==> src/rtl/mux_scan_controller.sv <==
// mux_scan_controller: drives the EIT electrode multiplexers over a mode-0 SPI
// link. Each frame is {src, snk}, sent MSB first. In direct mode the frame is
// mux_val. In scan mode a pointer steps the drive pair around the ring. The
// last completed frame is mirrored on gpio_mux. All outputs are registered.
module mux_scan_controller #(
    parameter int N_ELEC   = 16,
    parameter int IDX_W    = 4,
    parameter int SKIP     = 0,
    parameter int SCLK_DIV = 2,
    parameter int CS_SETUP = 1,
    parameter int CS_HOLD  = 1
) (
    input  logic                 clk,
    input  logic                 rst,
    input  logic                 start_mux,
    input  logic                 mode,
    input  logic [2*IDX_W-1:0]   mux_val,
    input  logic                 scan_clr,
    output logic                 busy,
    output logic                 mux_done,
    output logic                 scan_wrap,
    output logic                 spi_clk,
    output logic                 spi_mosi,
    output logic                 spi_cs,
    output logic [2*IDX_W-1:0]   gpio_mux
);

    localparam int DATA_W = 2 * IDX_W;
    localparam int BIT_W  = $clog2(DATA_W);
    localparam int CNT_W  = 16;

    typedef enum logic [2:0] {
        S_IDLE,
        S_SETUP,
        S_SHIFT,
        S_HOLD,
        S_DONE
    } state_t;

    state_t              state_q, state_d;
    logic [CNT_W-1:0]    cnt_q, cnt_d;
    logic [BIT_W-1:0]    bit_q, bit_d;
    logic                ph_q, ph_d;        // 0: SCLK low half, 1: SCLK high half
    logic [DATA_W-1:0]   frame_q, frame_d;
    logic                mode_q, mode_d;
    logic [IDX_W-1:0]    ptr_q, ptr_d;
    logic                start_q;

    logic                cs_q, cs_d;
    logic                sclk_q, sclk_d;
    logic                mosi_q, mosi_d;
    logic                busy_q, busy_d;
    logic                done_q, done_d;
    logic                wrap_q, wrap_d;
    logic [DATA_W-1:0]   gpio_q, gpio_d;

    logic                accept;
    logic [IDX_W-1:0]    ptr_eff;
    logic [IDX_W:0]      snk_sum;

    // Next-state logic and registered-output precompute for the frame FSM
    always_comb begin
        state_d  = state_q;
        cnt_d    = cnt_q;
        bit_d    = bit_q;
        ph_d     = ph_q;
        frame_d  = frame_q;
        mode_d   = mode_q;
        gpio_d   = gpio_q;
        wrap_d   = 1'b0;

        accept   = start_mux && !start_q && (state_q == S_IDLE);
        // A clear in IDLE takes effect before a same-cycle scan frame is built
        ptr_eff  = (state_q == S_IDLE && scan_clr) ? '0 : ptr_q;
        ptr_d    = ptr_eff;

        snk_sum  = {1'b0, ptr_eff} + (IDX_W+1)'(1 + SKIP);
        if (snk_sum >= (IDX_W+1)'(N_ELEC)) begin
            snk_sum = snk_sum - (IDX_W+1)'(N_ELEC);
        end

        case (state_q)
            S_IDLE: begin
                if (accept) begin
                    state_d = S_SETUP;
                    cnt_d   = CNT_W'(CS_SETUP - 1);
                    mode_d  = mode;
                    frame_d = mode ? {ptr_eff, snk_sum[IDX_W-1:0]} : mux_val;
                end
            end
            S_SETUP: begin
                if (cnt_q == '0) begin
                    state_d = S_SHIFT;
                    cnt_d   = CNT_W'(SCLK_DIV - 1);
                    ph_d    = 1'b0;
                    bit_d   = BIT_W'(DATA_W - 1);
                end else begin
                    cnt_d = cnt_q - 1'b1;
                end
            end
            S_SHIFT: begin
                if (cnt_q != '0) begin
                    cnt_d = cnt_q - 1'b1;
                end else if (!ph_q) begin
                    ph_d  = 1'b1;
                    cnt_d = CNT_W'(SCLK_DIV - 1);
                end else if (bit_q == '0) begin
                    state_d = S_HOLD;
                    cnt_d   = CNT_W'(CS_HOLD - 1);
                    ph_d    = 1'b0;
                end else begin
                    bit_d = bit_q - 1'b1;
                    ph_d  = 1'b0;
                    cnt_d = CNT_W'(SCLK_DIV - 1);
                end
            end
            S_HOLD: begin
                if (cnt_q == '0) begin
                    state_d = S_DONE;
                    gpio_d  = frame_q;
                    if (mode_q) begin
                        wrap_d = (ptr_q == IDX_W'(N_ELEC - 1));
                        ptr_d  = (ptr_q == IDX_W'(N_ELEC - 1)) ? '0 : ptr_q + 1'b1;
                    end
                end else begin
                    cnt_d = cnt_q - 1'b1;
                end
            end
            S_DONE: begin
                state_d = S_IDLE;
            end
            default: begin
                state_d = S_IDLE;
            end
        endcase

        cs_d   = !(state_d == S_SETUP || state_d == S_SHIFT || state_d == S_HOLD);
        sclk_d = (state_d == S_SHIFT) && ph_d;
        busy_d = (state_d != S_IDLE);
        done_d = (state_d == S_DONE);
        case (state_d)
            S_SETUP: mosi_d = frame_d[DATA_W-1];
            S_SHIFT: mosi_d = frame_d[bit_d];
            default: mosi_d = 1'b0;
        endcase
    end

    // State, datapath and output registers with asynchronous reset
    always_ff @(posedge clk or posedge rst) begin
        if (rst) begin
            state_q <= S_IDLE;
            cnt_q   <= '0;
            bit_q   <= '0;
            ph_q    <= 1'b0;
            frame_q <= '0;
            mode_q  <= 1'b0;
            ptr_q   <= '0;
            start_q <= 1'b0;
            cs_q    <= 1'b1;
            sclk_q  <= 1'b0;
            mosi_q  <= 1'b0;
            busy_q  <= 1'b0;
            done_q  <= 1'b0;
            wrap_q  <= 1'b0;
            gpio_q  <= '0;
        end else begin
            state_q <= state_d;
            cnt_q   <= cnt_d;
            bit_q   <= bit_d;
            ph_q    <= ph_d;
            frame_q <= frame_d;
            mode_q  <= mode_d;
            ptr_q   <= ptr_d;
            start_q <= start_mux;
            cs_q    <= cs_d;
            sclk_q  <= sclk_d;
            mosi_q  <= mosi_d;
            busy_q  <= busy_d;
            done_q  <= done_d;
            wrap_q  <= wrap_d;
            gpio_q  <= gpio_d;
        end
    end

    assign spi_cs    = cs_q;
    assign spi_clk   = sclk_q;
    assign spi_mosi  = mosi_q;
    assign busy      = busy_q;
    assign mux_done  = done_q;
    assign scan_wrap = wrap_q;
    assign gpio_mux  = gpio_q;

endmodule
==> config.mk <==
export PLATFORM = sky130hd
export DESIGN_NAME = mux_scan_controller
export DESIGN_NICKNAME = d
export VERILOG_FILES = /design/src/rtl/mux_scan_controller.sv
export SDC_FILE = /design/constraint.sdc
export NUM_CORES = 1
export LEC_CHECK = 0
export CAP_MARGIN = 10
export CORE_ASPECT_RATIO = 0.5
export CORE_MARGIN = 3
export CORE_UTILIZATION = 30
export CTS_CLUSTER_DIAMETER = 30
export CTS_CLUSTER_SIZE = 14
export DETAILED_ROUTE_END_ITERATION = 10
export HOLD_SLACK_MARGIN = 0.05
export PLACE_DENSITY_LB_ADDON = 0.08
export SYNTH_ARGS = -nofsm -noshare
export SYNTH_HDL_FRONTEND = slang
export SYNTH_SLANG_ARGS = --single-unit
==> constraint.sdc <==
create_clock -name clk -period 2.65 [get_ports clk]
set_input_delay 0.53 -clock clk [delete_from_list [all_inputs] [get_ports clk]]
set_output_delay 0.53 -clock clk [all_outputs]
set_load 0.05 [all_outputs]
After elaboration in Yosys (flattened, before gate mapping)
Index checks and enable logic that the tools add are counted.
{ "op_classes": {"n_addsub": 5, "magnitude_cmp": 2, "eq_ne": 10, "n_mux": 38, "n_reduce_logical": 17} }
{ "ops": {"columns": ["operator", "count"], "rows": [
  ["$mux W16", 4],
  ["$pmux W16 S4", 1],
  ["$mux W3", 10],
  ["$mux W4", 6],
  ["$mux W8", 3],
  ["$logic_not A16 Y1", 1],
  ["$reduce_bool A16 Y1", 1],
  ["$sub A16 B1 Y16 const B", 1],
  ["$eq A3 B2 Y1 const B", 4],
  ["$pmux W3 S4", 1],
  ["$mux W1", 9],
  ["$eq A3 B1 Y1 const B", 2],
  ["$logic_not A3 Y1", 2],
  ["$pmux W3 S2", 1],
  ["$add A4 B1 Y5 const B", 1],
  ["$ge A5 B5 Y1 const B", 1],
  ["$add A4 B1 Y4 const B", 1],
  ["$eq A4 B4 Y1 const B", 1],
  ["$logic_and A1 B1 Y1", 4],
  ["$lt A3 B4 Y1 const B", 1],
  ["$ne A2 B2 Y1 const B", 2],
  ["$pmux W1 S2", 2],
  ["$reduce_and A2 Y1", 2],
  ["$reduce_bool A4 Y1", 1],
  ["8 further kinds", 10]
]} }
{ "totals": {"regBits": 51, "output_inout_bits": 14, "word_cells": 87} }

Logic depth before layout (Yosys ltp)
Gate-level depths: netlist of run 1.
{ "logic_depth": {"ltp_word": 12, "depth_mapped": 10, "depth_no_buf": 10} }

Least setup slack after synthesis of run 1
No wires, ideal clock.
{ "synth_path": {"path_kind": "register to register", "startpoint": "register cnt_q[0]", "endpoint": "register mosi_q, in the netlist spi_mosi", "arrival_time_ps": 2300, "required_ps": 2530, "slack_ps": 230, "path_stages_with_launch": 11, "n_path_buf": 1, "period_less_slack_ps": 2420, "path_cell_list": "dfrtp_1 -> inv_1 -> ha_1 -> nor4b_4 -> nand4_4 -> or4_4 -> and2_1 -> buf_6 -> mux2i_1 -> mux2i_1 -> a31o_1"} }
{ "synth_via": {"elab_chain_len": 6, "elab_cells_between_ends": 14, "classes_between": "eq/ne: 2; mux: 10; reduce/logical: 2"} }
{ "synth_rtl": {"columns": ["item", "line_no", "source"], "rows": [
  ["start, declared", "41", "logic [CNT_W-1:0] cnt_q, cnt_d;"],
  ["start signal, assigned", "168", "cnt_q <= cnt_d;"],
  ["$reduce_bool A16 Y1 / $logic_not A16 Y1 (equally long branches)", "102, 92", null],
  ["$mux W3 (on tied branches)", "102, 92", null],
  ["$pmux W3 S2 (*)", "82", "case (state_q)"],
  ["net bit_d[0]", "42", "logic [BIT_W-1:0] bit_q, bit_d;"],
  ["$bmux W1 S3 (*)", "143", "S_SHIFT: mosi_d = frame_d[bit_d];"],
  ["$mux W1 (implied by the code) (*)", "143", null],
  ["$pmux W1 S2 (*)", "141", "case (state_d)"],
  ["net mosi_d", "51", "logic mosi_q, mosi_d;"],
  ["end signal, assigned", "177", "mosi_q <= mosi_d;"],
  ["end, declared", "51", null]
]} }
Mark *: on every way through the listed nets, which the timed path passes. The rest lies on a longest branch. The select of a mux whose other input is x is not followed.
A chain may end at the register's enable or synchronous reset.

Final worst setup path of run 1
{ "layout_path": {"startpoint": "register cnt_q[1]", "endpoint": "register mosi_q, in the netlist spi_mosi"} }
{ "layout_via": {"elab_chain_len": 6, "elab_cells_between_ends": 14, "classes_between": "eq/ne: 2; mux: 10; reduce/logical: 2"} }
{ "layout_rtl": {"columns": ["item", "line_no"], "rows": [
  ["$reduce_bool A16 Y1 / $logic_not A16 Y1 (equally long branches)", "102, 92, 118"],
  ["$mux W3 (on tied branches)", "102, 92"],
  ["$pmux W3 S2", "82"],
  ["$bmux W1 S3", "143"],
  ["$mux W1 (implied by the code)", "143"],
  ["$pmux W1 S2 (*)", "141"],
  ["net mosi_d", "51"]
]} }
Marks and branches as above.

==> results.md, run 1 <==
- In the final design database the tool counted ~350 nets.
- In this run the static leakage power is approximately 1.5 nW.
- The number of sinks on the clock net is ~50.
- The final worst clock skew is ~5.9 ps.
- The proportion of netlist area held by the largest area contributor is ~46%.
- The routed layout has roughly 2200 vias.
- The final critical-path share of the clock period is between 90% and 100%.
- The post-place setup slack is -227 ps.
- For met3 alone, demand over resource in global routing was 3.97%.
- The total routing usage reported by global routing is between 10% and 20%.
- TritonCTS built the clock tree.
- The synthesized area per cell is approximately 9.7 sq um.
- The I/O pin count is 27.
- The multi-input combinational cells in the finished layout cover a total of about 1400 sq um.
- Global routing used 18.4% of the available met1 tracks.
- The most critical setup path has its endpoint at spi_mosi.
- In this run the remaining antenna-violating nets after routing total 0.
- The first element of the critical path is cnt_q[1].
- The clock latency on the worst-skew pair is roughly 300 ps.
- The run finished with clean final reports.
- The first detailed-routing pass took 6 iterations.
- After detailed routing, the number of vias per cell comes to approximately 5.0.
- The post-detailed-routing wire length is 6.61 mm.
- Summing the sequential cell areas from Yosys gives between 40% and 50% of the chip area.
- The synthesized netlist devotes 23.0% of its cell area to simple gates.
- In this run, post-CTS hold repair placed 0 buffers.
- The cell area after synthesis is roughly 2700 sq um.
- The prevailing post-synth register cell is dfrtp_1.
- The level count of the clock H-tree is 2.
- Once the floorplan was initialized, standard cells occupied roughly a third of the core.
- The proportion of synthesized area in mux cells is between 5 and 6%.
- Of all flip-flops after synthesis, the portion carrying an async set or reset was 100%.
- Setup repair after global routing left no endpoint under its margin.
- After legalization and detailed placement, the total HPWL measured ~5 mm.
- Across the VDD grid, the largest voltage drop is ~0.36 mV.
- The worst setup path is of the flip-flop to flip-flop kind.
- The number of nets in the synthesized netlist is around 300.
- The max-cap check violation count is 0.
- The post-CTS setup repair buffer count is 0.
- In this run, post-CTS repair resized a total of 0 instances.
- The first routing iteration left 118 violations.
- The largest area contributor in the netlist is dfrtp_1.
- The kind of start point of the critical path is a flip-flop.
- In this run the critical register-to-register path is launched from cnt_q[1].
- Yosys mapped a number of flops with a built-in enable equal to 0.
- The worst path required time is between 2000 and 3000 ps.
- The number of antenna diodes is 0.
- After floorplanning, the core was sized to cover between 8000 and 9000 sq um.
- The final standard cell count with taps included and fillers excluded is roughly 440.
- The floorplan has 23 rows.
- The growth of design area from synthesis to finish is 25.9%.
- dfrtp_1 is the most common cell in the netlist.
- The worst-case hold slack is 510 ps.
- In this run the most used layer during global routing was met2.
- The flop and latch count out of synthesis is 51.
- In the final layout, flip-flops and latches occupy 1280 sq um.
- The compound-gate portion of the synthesized area is 17.4%.
- The share of post-route cells with drive strength above 1 is 18.5%.
- Summed over all layers, the global routing overflow is 0.
- The number of placed cells counting well taps is approximately 430.
- The slew at the pin closest to its max-slew limit is around 590 ps.
- The number of setup violations in the final report is 0.
- The total clock buffers created by CTS is 5.
- The global-route wire length before repair is approximately 11 mm.
- The final-layout fill cell count is ~860.
- Ranked by instance count, the synthesized netlist is headed by 50 x dfrtp_1, 33 x o21ai_0, 31 x nand2_1.
- The initial antenna violation count is 0.
- The maximum number of pins on one net before global-route repair is 33.
- Along the worst path, the maximum fanout reaches 5.
- In this run the clock root is driven by a clkbuf_16.
- In this run the vertical extent of the chip is between 70 and 80 microns.
- The count of pins over their slew limit is 0.
- The congestion estimate from routability-driven global placement came to roughly 0.87.
- In this run the tool buffered the top-level ports with 26 buffer cells.
- The combinational family with the most area after synthesis is simple AND/OR/NAND/NOR gates.
- The detail-routed net length per standard cell is ~15 microns.
- Counting I/O delays and the setup requirement, the final critical path takes roughly 2500 ps.
- The tightest slew margin relative to the limit is about three fifths.
- The area share of xor/xnor cells in the synthesized design is less than 1%.
- The met2 demand-to-capacity share in global routing is approximately 21%.
- The number of different library cells in the post-synthesis netlist is 56.
- The adder and majority cell fraction of the synthesized area is under 10%.
- The worst register-to-register path ends at spi_mosi.
- The power per cell area is roughly 1200 nW/um^2.
- Clock-pin slew was measured on the worst setup and hold paths at approximately 70 ps.
- The maximum clock insertion buffer count is 2.
- In this run the worst hold path is classified as flip-flop to flip-flop.
- STA puts the critical path data arrival time at 2720 ps.
- The total die area is between 10000 and 15000 sq um.
- The endpoint kind of the worst setup timing path is a flip-flop.
- Setup slack on the worst reg-to-reg path comes out at about 120 ps.
- The number of warnings reported in the yosys synthesis log is 0.
- The post-synthesis instance total is between 200 and 300.
- The final worst-path setup slack is ~120 ps.
- Summing internal, switching and leakage power gives approximately 4.0 mW.
- The width of the die is approximately 140 microns.
- The number of endpoints with negative hold slack in the final report came to 0.
- The via count of the first global-routing pass is roughly 2200.
- The number of DRC violations after detailed routing is 0.
- Measured in cells, the most critical reg-to-reg path has a length of 9.
- After synthesis, the cell types taking the most area are dfrtp_1 46%, o21ai_0 6.1%, nand2_1 4.3%, mux2_2 4.1%, a21oi_1 3.3%.
- The maximum clock frequency is between 300 and 400 MHz.
-- per-stage QoR --
step	cell area (sq um)	util, %	setup TNS [ps]
after global placement	3280	39.1	-100
after detailed placement	3280	39.1	-227
after global routing	3430	40.9	0
after CTS	3430	40.8	0
after floorplan	2730	-	0
final	3430	40.9	0
-- state kept, by name (all words and copies together) (netlist names), 3 cells and up --
register  cells
state_q       3
cnt_q        16
bit_q         3
gpio_mux      8
frame_q       8
ptr_q         4
-- kinds of logic (layout without fill, tap and decap cells) --
| family | Yosys count | count (layout) |
|---|---|---|
| mux | 13 | 13 |
| buf+inv | 24 | 73 |
| simple gates | 105 | 105 |
| xor+xnor | 3 | 3 |
| flops | 51 | 51 |
| compound gates | 78 | 78 |
| fa+ha+maj | 6 | 6 |
-- final cells by class --
type	instances	share of cell area, %
inverter	13	1.42
tap	112	4.08
timing repair buffer	52	13.6
multi-input combinational	205	39.5
clock inverter	3	0.547
sequential	51	37.2
clock buffer	5	3.64
-- power by group --
part / switching (mW) / total (mW) / internal (mW)
registers: 0.279 / 1.34 / 1.06
logic: 1.17 / 2.04 / 0.868
clock network: 0.310 / 0.662 / 0.351
total: 1.76 / 4.04 / 2.28
-- worst min path at each step --
stage                startpoint     endpoint  slack (ps)  depth (start not counted)
global route        gpio_mux[5]  gpio_mux[5]         530                          1
detailed placement   frame_q[7]  gpio_mux[7]         500                          1
global placement    gpio_mux[3]  gpio_mux[3]         490                          1
finish              gpio_mux[3]  gpio_mux[3]         510                          1
CTS                 gpio_mux[5]  gpio_mux[5]         510                          1
floorplan            frame_q[0]   frame_q[0]         480                          2
-- layout by cell type (no fill, tap or decap), drive strengths merged, types with 10 or more instances in the layout --
| master | count |
|---|---|
| clkdlybuf4s50 | 26 |
| nor3 | 11 |
| inv | 13 |
| dfrtp | 50 |
| a21oi | 18 |
| o21ai | 33 |
| buf | 26 |
| mux2 | 10 |
| nor2 | 15 |
| nand2 | 31 |
-- critical path, cell delays in order (launching register included) --
cell and delay (ps):
dfrtp_1 410, inv_1 90, ha_1 150, nor4b_4 310, nand4_4 150, or4_4 580
and2_1 230, mux2i_1 170, mux2i_1 110, a31o_1 230
-- routing by layer --
layer / wire, microns / vias to the layer above
li1: - / 1112
met4: 69 / 0
met5: 0 / -
met2: 2880 / 37
met3: 266 / 7
met1: 3390 / 1066
Note: power is estimated with default switching activity, not from simulation.
==> run 2, diff against run 1 <==
- CORE_UTILIZATION: 30 -> 35
- CTS_CLUSTER_DIAMETER: 30 -> 100
- clock period: 2.65 -> 2.1 ns (I/O delays scaled with it)
==> run 2 against run 1 <==
  * The run now ends with setup timing left
  * Critical path depth is 1 lower
  * Combinational power is 99% higher
  * Register-to-register slack worse by 410 ps
  * Clock power is 60% higher
  * Worst hold slack worse by 26 ps
  * Wire length is 10% higher
  * Global-route usage is 3.5 points higher
  * Critical path type is now input port to flip-flop
  * Critical endpoint unchanged
==> results.md, run 2 (synthesized netlist as in run 1, its figures left out) <==
- The run finished, with violations left.
- The final reports fail on setup timing.
- The via count of the first global-routing pass was 2458.
- Derived from the worst setup path, the maximum achievable clock frequency is 411 MHz.
- The initial antenna violation count came to 0.
- The count of nets left with antenna violations once routing finished came out at 0.
- The top cell types in the final layout, fill and taps aside, are 70 x buf_4, 50 x dfrtp_1, 27 x nand2_1.
- The type of the worst min-delay path is input port to async pin.
- The first element of the critical path is scan_clr.
- For this design the top-level I/O count stands at 27.
- The path type of the worst setup path is input port to flip-flop.
- The switching power share of the total is between 30 and 40%.
- The leakage power of the design is roughly 1.9 nW.
- The global routing stage identified its most utilized layer as met2.
- In this run, CTS created clock tree buffers numbering 5.
- The clock reaches the later pin of the worst-skew pair after between 200 and 300 ps.
- The first routing iteration left 84 violations.
- In this run the standard cell core region covers about 7400 sq um.
- The number of nets in the final layout is a little over 400.
- For this run, the detailed router's first-pass iteration total came to 4.
- For this design the ratio of total power to cell area is 1590 nW/um^2.
- The internal cell power is just over 4 mW.
- Setup repair after global routing could not meet its margin everywhere.
- The clock-pin slew on the worst setup and hold paths is around 70 ps.
- Relative to the synthesized area, the layout overhead comes to 55.4%.
- The clock network accounts for 15.7% of the total power.
- The register with the most flip-flops in the layout has 16 of them.
- At the worst endpoint, the arrival time is about 2600 ps.
- The combinational cell fraction of total power is roughly three fifths.
- The post-detailed-routing wire length is a little over 7 mm.
- The endpoint kind of the worst setup timing path is a flip-flop.
- The clock tree from TritonCTS is yes.
- The width of the die is between 100 and 150 microns.
- The initial utilization of the core area, before any placement, comes to between 30% and 40%.
- Hold timing on the final database bottoms out at a slack of between 400 and 500 ps.
- Entering global routing, the biggest net connects 31 pins.
- In the global route stage, met3 resource usage came out at around 4.3%.
- The share of post-route cells with drive strength above 1 is between 40% and 50%.
- The congestion estimate from routability-driven global placement came to roughly 0.84.
- The library cell used most frequently in the layout, excluding fill and tap cells, is buf_4.
- In this run the worst path has a maximum fanout of 3.
- In the routed layout, each cell is associated on average with a via count of just over 5.
- Clock tree synthesis found a total of 51 sinks.
- The height of the die is 68.4 microns.
- The number of DRC violations after detailed routing is 0.
- The setup slack on the worst flop-to-flop path is -290 ps.
- The number of antenna diodes is 0.
- The timing endpoint of the critical path is spi_mosi.
- The total routing usage reported by global routing is 16.9%.
- The worst path required time is approximately 2300 ps.
- The most frequent cell on the critical path is nand3_1.
- The peak ir drop on the vdd network is between 0.5 and 0.6 mV.
- Setup violations remaining at the end of the flow were counted as 20.
- The buffer cell driving the clock tree root is clkbuf_16.
- In the final routed layout, each cell accounts on average for about 15 microns.
- The count of pins over their slew limit is 0.
- Port buffering added 26 buffers.
- STA classifies the critical path startpoint as an input port.
- The number of cells on the worst reg-to-reg path is 9.
- For this run, the slowest stage of the critical path takes 630 ps.
- At the pin with the least slew margin, the transition time is approximately 500 ps.
- The core utilization of the finished layout is between 50% and 60%.
- The kind of cell with the highest combined delay along the critical path is simple AND/OR/NAND/NOR gates.
- The remaining global-route overflow is 0.
- Buffers inserted to repair hold after CTS numbered 0.
- The floorplan has 22 rows.
- The final worst clock skew is 2.84 ps.
- The global routing usage on met1 is around 22%.
- The signal on the critical path passes through clkdlybuf4s50_1, or4b_2, nand3_1, a21boi_1, a221oi_4, o2111ai_2, nand3_1, a31o_1.
- The total net switching power is 2.68 mW.
- The total half-perimeter wirelength after legalization and detailed placement is around 5.1 mm.
- The final worst-path setup slack is -335 ps.
- The largest individual stage delay along the critical path comes from the cell or4b_2.
- The final critical-path share of the clock period is 116%.
- The launch point of the worst reg-to-reg path is cnt_q[0].
- Measured against its own limit, the worst slew margin works out to between 60% and 70%.
- The portion of total power attributed to sequential cells is between 20% and 30%.
- The number of endpoints with negative hold slack in the final report is 0.
- The critical path crosses 8 cells after its start point.
- The die covers between 8000 and 9000 sq um.
- Subtracting the final worst setup slack from the clock period gives approximately 2400 ps.
- The number of buffers and inverters on the critical path is 1.
- The endpoint identified for the worst register-to-register timing path is spi_mosi.
- The register with the most flip-flops is cnt_q.
- The clock passes through at most 2 buffers.
- CTS built an H-tree with a depth of 2.
- The met2 demand-to-capacity share in global routing is roughly 28%.
- The first global-routing pass estimated ~12 mm of wire.
- Max-cap violations in this run came to 0.
- The via count is roughly 2500.
[run 2: changes by cell type in the layout (fill, tap and decap cells not counted), sizes merged]
cell | previous run | this run
clkinvlp | 0 | 1
clkinv | 3 | 1
inv | 13 | 12
buf | 26 | 86
bufinv | 0 | 2
[run 2: cell type report]
type | instances | area, sq um
clock inverters | 3 | 67.6
inverters | 13 | 50.0
multi-input cells | 205 | 1610
repair buffers | 112 | 987
fillers | 652 | 3190
well taps | 96 | 120
flip-flops and latches | 51 | 1280
clock buffers | 5 | 125
[run 2: metal layers]
layer	share of wire (%)	routed length, microns
met1	49	3560
met2	48	3460
met3	2.9	212
met4	0.55	40
met5	0	0
[run 2: worst min-delay path by stage]
stage | slack (ps) | depth (start not counted) | endpoint | start
final | 480 | 2 | cnt_q[11] | rst
after global routing | 520 | 2 | cnt_q[13] | rst
after detailed placement | 500 | 1 | gpio_mux[7] | frame_q[7]
after CTS | 510 | 1 | gpio_mux[7] | frame_q[7]
after global placement | 490 | 1 | gpio_mux[3] | gpio_mux[3]
after floorplan | 450 | 0 | start_q | start_mux
[run 2: power groups by stage]
stage,registers (mW),clock network [mW],logic [mW]
detailed placement,1.62,0,3.27
global route,1.66,1.13,4.41
global placement,1.61,0,3.20
finish,1.61,1.06,4.05
CTS,1.61,1.09,3.73
floorplan,1.86,0,1.61
[run 2: worst reg2reg max path, stage by stage (launching register included)]
cell       delay (ps)
dfrtp_1           390
inv_2              80
ha_4              130
nor4b_4           290
nand4_4           150
or4_4             580
and3_4            190
o2111ai_2         170
nand3_1           120
a31o_1            200
[run 2: metrics by stage]
step / area, sq um / cells / power (mW) / setup TNS (ps) / setup slack [ps]
2_1_floorplan: 2740 / 280 / 3.46 / -241 / -241
3_3_place_gp: 3620 / 462 / 4.81 / -5520 / -501
3_5_place_dp: 3620 / 462 / 4.88 / -6300 / -566
4_1_cts: 4080 / 481 / 6.43 / -3080 / -283
5_1_grt: 4240 / 485 / 7.19 / -5940 / -399
6_report: 4240 / 485 / 6.72 / -2560 / -335
[run 2: repair_timing]
action | CTS | global route
buffers inserted | 15 | 5
resized for setup | 50 | 35
pin swaps | 16 | 13
setup endpoints to repair | 29 | 32
==> run 3, diff against run 2 <==
- PLACE_DENSITY: not set -> 0.53
- PLACE_DENSITY_LB_ADDON: 0.08 -> not set
==> run 3 against run 2 <==
  * The flow still finishes with violations (setup timing)
  * Via count rose by 0.93%
  * Clock skew rose by 2.9 ps
  * Worst hold slack lost 76 ps
  * Total power increased by 0.45%
  * Utilization rose by 0.39 points
  * Final area rose by 0.68%
  * Global-route usage rose by 0.55 points
  * Fmax up 2.9%
  * Combinational power increased by 5.9%
  * Critical endpoint unchanged
==> results.md, run 3 (synthesized netlist as in run 1, its figures left out) <==
- The run finished, with violations left.
- The final reports fail on setup timing.
- The endpoint of the worst register-to-register path is spi_mosi.
- The width of the die is 131 microns.
- TritonCTS built the clock tree.
- The number of nets in the final layout is between 400 and 500.
- Across the VDD grid, the largest voltage drop is 0.498 mV.
- The first global-routing pass estimated around 12 mm of wire.
- The via count of the first global-routing pass is 2525.
- The setup path with the least slack is of type flip-flop to flip-flop.
- The level count of the clock H-tree is 2.
- Hold timing on the final database bottoms out at a slack of 408 ps.
- The number of endpoints with negative hold slack in the final report came to 0.
- The total routing usage reported by global routing is 17.5%.
- The filler cells instantiated in the layout total about 630.
- Entering global routing, the biggest net connects 22 pins.
- The number of antenna diodes is 0.
- The flip-flop and latch area is 1280 sq um.
- The analysis attributes to cell leakage a power of 1.88 nW.
- For the final database, setup skew stands at 5.72 ps.
- The routed via count divided by cell count is 5.20.
- Of the total power, the clock network draws 12.6%.
- The count of hold-fix buffers inserted at cts is 0.
- The area growth from synthesis to layout is 56.4%.
- Setup repair after global routing could not meet its margin everywhere.
- The combined area of the multi-input logic cells is around 1700 sq um.
- STA puts the critical path data required time at approximately 2300 ps.
- The final critical-path share of the clock period is 113%.
- The maximum clock frequency is around 420 MHz.
- The critical path data arrival time is 2550 ps.
- In this run the worst hold path is classified as input port to async pin.
- At the pin with the least slew margin, the transition time is ~510 ps.
- After the first detailed-routing iteration, the DRC count stood at about 130.
- In the final timing run, aggregate negative setup slack is -848 ps.
- The detail-routed net length per standard cell is around 16 microns.
- Walking the worst path, the cells encountered are inv_2, ha_4, nor4b_4, buf_4, nand4_4, or4_4, and3_4, o2111ai_2, nand3_1, a31o_1.
- The number of cell rows is 22.
- The number of buffers and inverters on the critical path is 2.
- The share of post-route cells with drive strength above 1 is a little over two fifths.
- The max-cap check violation count is 0.
- Setup violations remaining at the end of the flow were counted as 14.
- The delay of the slowest cell on the worst path is roughly 570 ps.
- Buffers placed on the I/O ports in this run total 26.
- The iteration count of the initial detailed-routing pass is 4.
- Buffers inserted during clock tree synthesis total 5.
- After legalization and detailed placement, the total HPWL measured slightly above 5 mm.
- The effective utilization at floorplan is between 30% and 40%.
- The largest fanout of any net on the critical path is 5.
- For this design the top-level I/O count stands at 27.
- The power per cell area is roughly 1600 nW/um^2.
- Cell internal power was estimated by the tool at between 3 and 4 mW.
- The count of pins over their slew limit came to 0.
- The remaining antenna violation count after routing is 0.
- CTS placed an instance of clkbuf_16 at the clock tree root.
- The setup slack on the worst flop-to-flop path is -270 ps.
- The clock period minus worst slack is 2370 ps.
- The kind of start point of the critical path is a flip-flop.
- In the routed design, unresolved DRC markers number 0.
- In this design, the largest share of critical-path delay is due to simple AND/OR/NAND/NOR gates.
- The top cell types in the final layout, fill and taps aside, are 60 x buf_4, 50 x dfrtp_1, 26 x nand2_1, 26 x clkdlybuf4s50_1.
- The combinational cell fraction of total power is a little under two thirds.
- The depth of the critical timing path with buffers and inverters included is 10.
- The final weighted congestion in routability-driven placement is around 0.90.
- The via count is between 2000 and 2500.
- The region available for standard cell placement spans around 7400 sq um.
- After clock tree synthesis, the clock-pin slew on the worst setup and hold paths is 70 ps.
- The length in cells of the worst reg-to-reg path is 10.
- After detailed routing, the total wire length is 7.47 mm.
- cnt_q holds more flip-flops than any other register.
- The height of the die is 68.4 microns.
- Net switching is a little over two fifths of the power.
- The endpoint kind of the worst setup timing path is a flip-flop.
- The initial antenna violation count was 0.
- The analysis attributes to net switching a power of 2.82 mW.
- The most frequent standard cell in the layout excluding fill and tap cells is buf_4.
- The total die area is a little under 9000 sq um.
- After global routing the overflow that remains totals 0.
- No sink is reached through more buffers than the 2 on the longest clock path.
- Sequential cells account for 23.8% of the total power.
- For this design, the sink count on the clock tree is between 50 and 60.
- The worst register-to-register path begins at cnt_q[1].
- The register with the most flip-flops in the layout has 16 of them.
- On the critical path, the stage with the largest delay is an instance of or4_4.
- The final worst-path setup slack is -267 ps.
- The clock latency on the worst-skew pair is between 200 and 300 ps.
- In this run the tightest slew margin relative to its limit is about two thirds.
## run 3: changes by cell type in the layout (fill, tap and decap cells not counted), sizes merged
cell,previous run,this run
clkbuf,5,6
bufinv,2,0
buf,86,81
clkinv,1,2
## run 3: cell type report
class	instances	share of cell area (%)
clock buffer	6	3.26
clock inverter	2	0.381
inverter	13	1.17
multi-input combinational	205	39.4
sequential	51	29.9
tap	96	2.82
timing repair buffer	107	23.0
## run 3: metrics by stage
step / cells / utilization (%) / worst slack, ps / instance area (sq um) / total power [mW]
CTS: 478 / 54.2 / -244 / 4030 / 6.21
floorplan: 280 / - / -241 / 2740 / 3.46
global route: 480 / 57.4 / -386 / 4270 / 7.22
detailed placement: 460 / 48.5 / -602 / 3600 / 4.85
finish: 480 / 57.4 / -267 / 4270 / 6.75
global placement: 460 / 48.5 / -523 / 3600 / 4.78
## run 3: power groups by stage
stage | Sequential (mW) | Combinational, mW | Clock (mW)
after CTS | 1.60 | 3.74 | 0.868
after global routing | 1.66 | 4.64 | 0.925
after global placement | 1.60 | 3.18 | 0
after floorplan | 1.86 | 1.61 | 0
final | 1.61 | 4.29 | 0.851
after detailed placement | 1.61 | 3.24 | 0
## run 3: layer usage
metal	part of all wire, %	global-route usage (%)
met5	0	0
met4	0.71	4.36
met3	2.6	4.13
met2	50	29.8
met1	47	22.8
## run 3: timing repair
| action | in CTS | in global routing |
|---|---|---|
| setup buffers | 10 | 7 |
| pin swaps | 17 | 21 |
| endpoints found under the setup margin | 29 | 33 |
| resized for setup | 60 | 57 |
## run 3: worst max path at each step
stage	startpoint	slack (ps)	to
finish	cnt_q[1]	-270	spi_mosi
global placement	scan_clr	-520	spi_mosi
detailed placement	scan_clr	-600	spi_mosi
CTS	cnt_q[0]	-240	spi_mosi
global route	cnt_q[1]	-390	spi_mosi
floorplan	cnt_q[0]	-240	spi_mosi
## run 3: worst register-to-register path, cell delays in order, from the launching register on
cell       delay [ps]
dfrtp_1           400
inv_2              90
ha_4              120
nor4b_4           170
buf_4             180
nand4_4            90
or4_4             570
and3_4            190
o2111ai_2         170
nand3_1           100
a31o_1            190
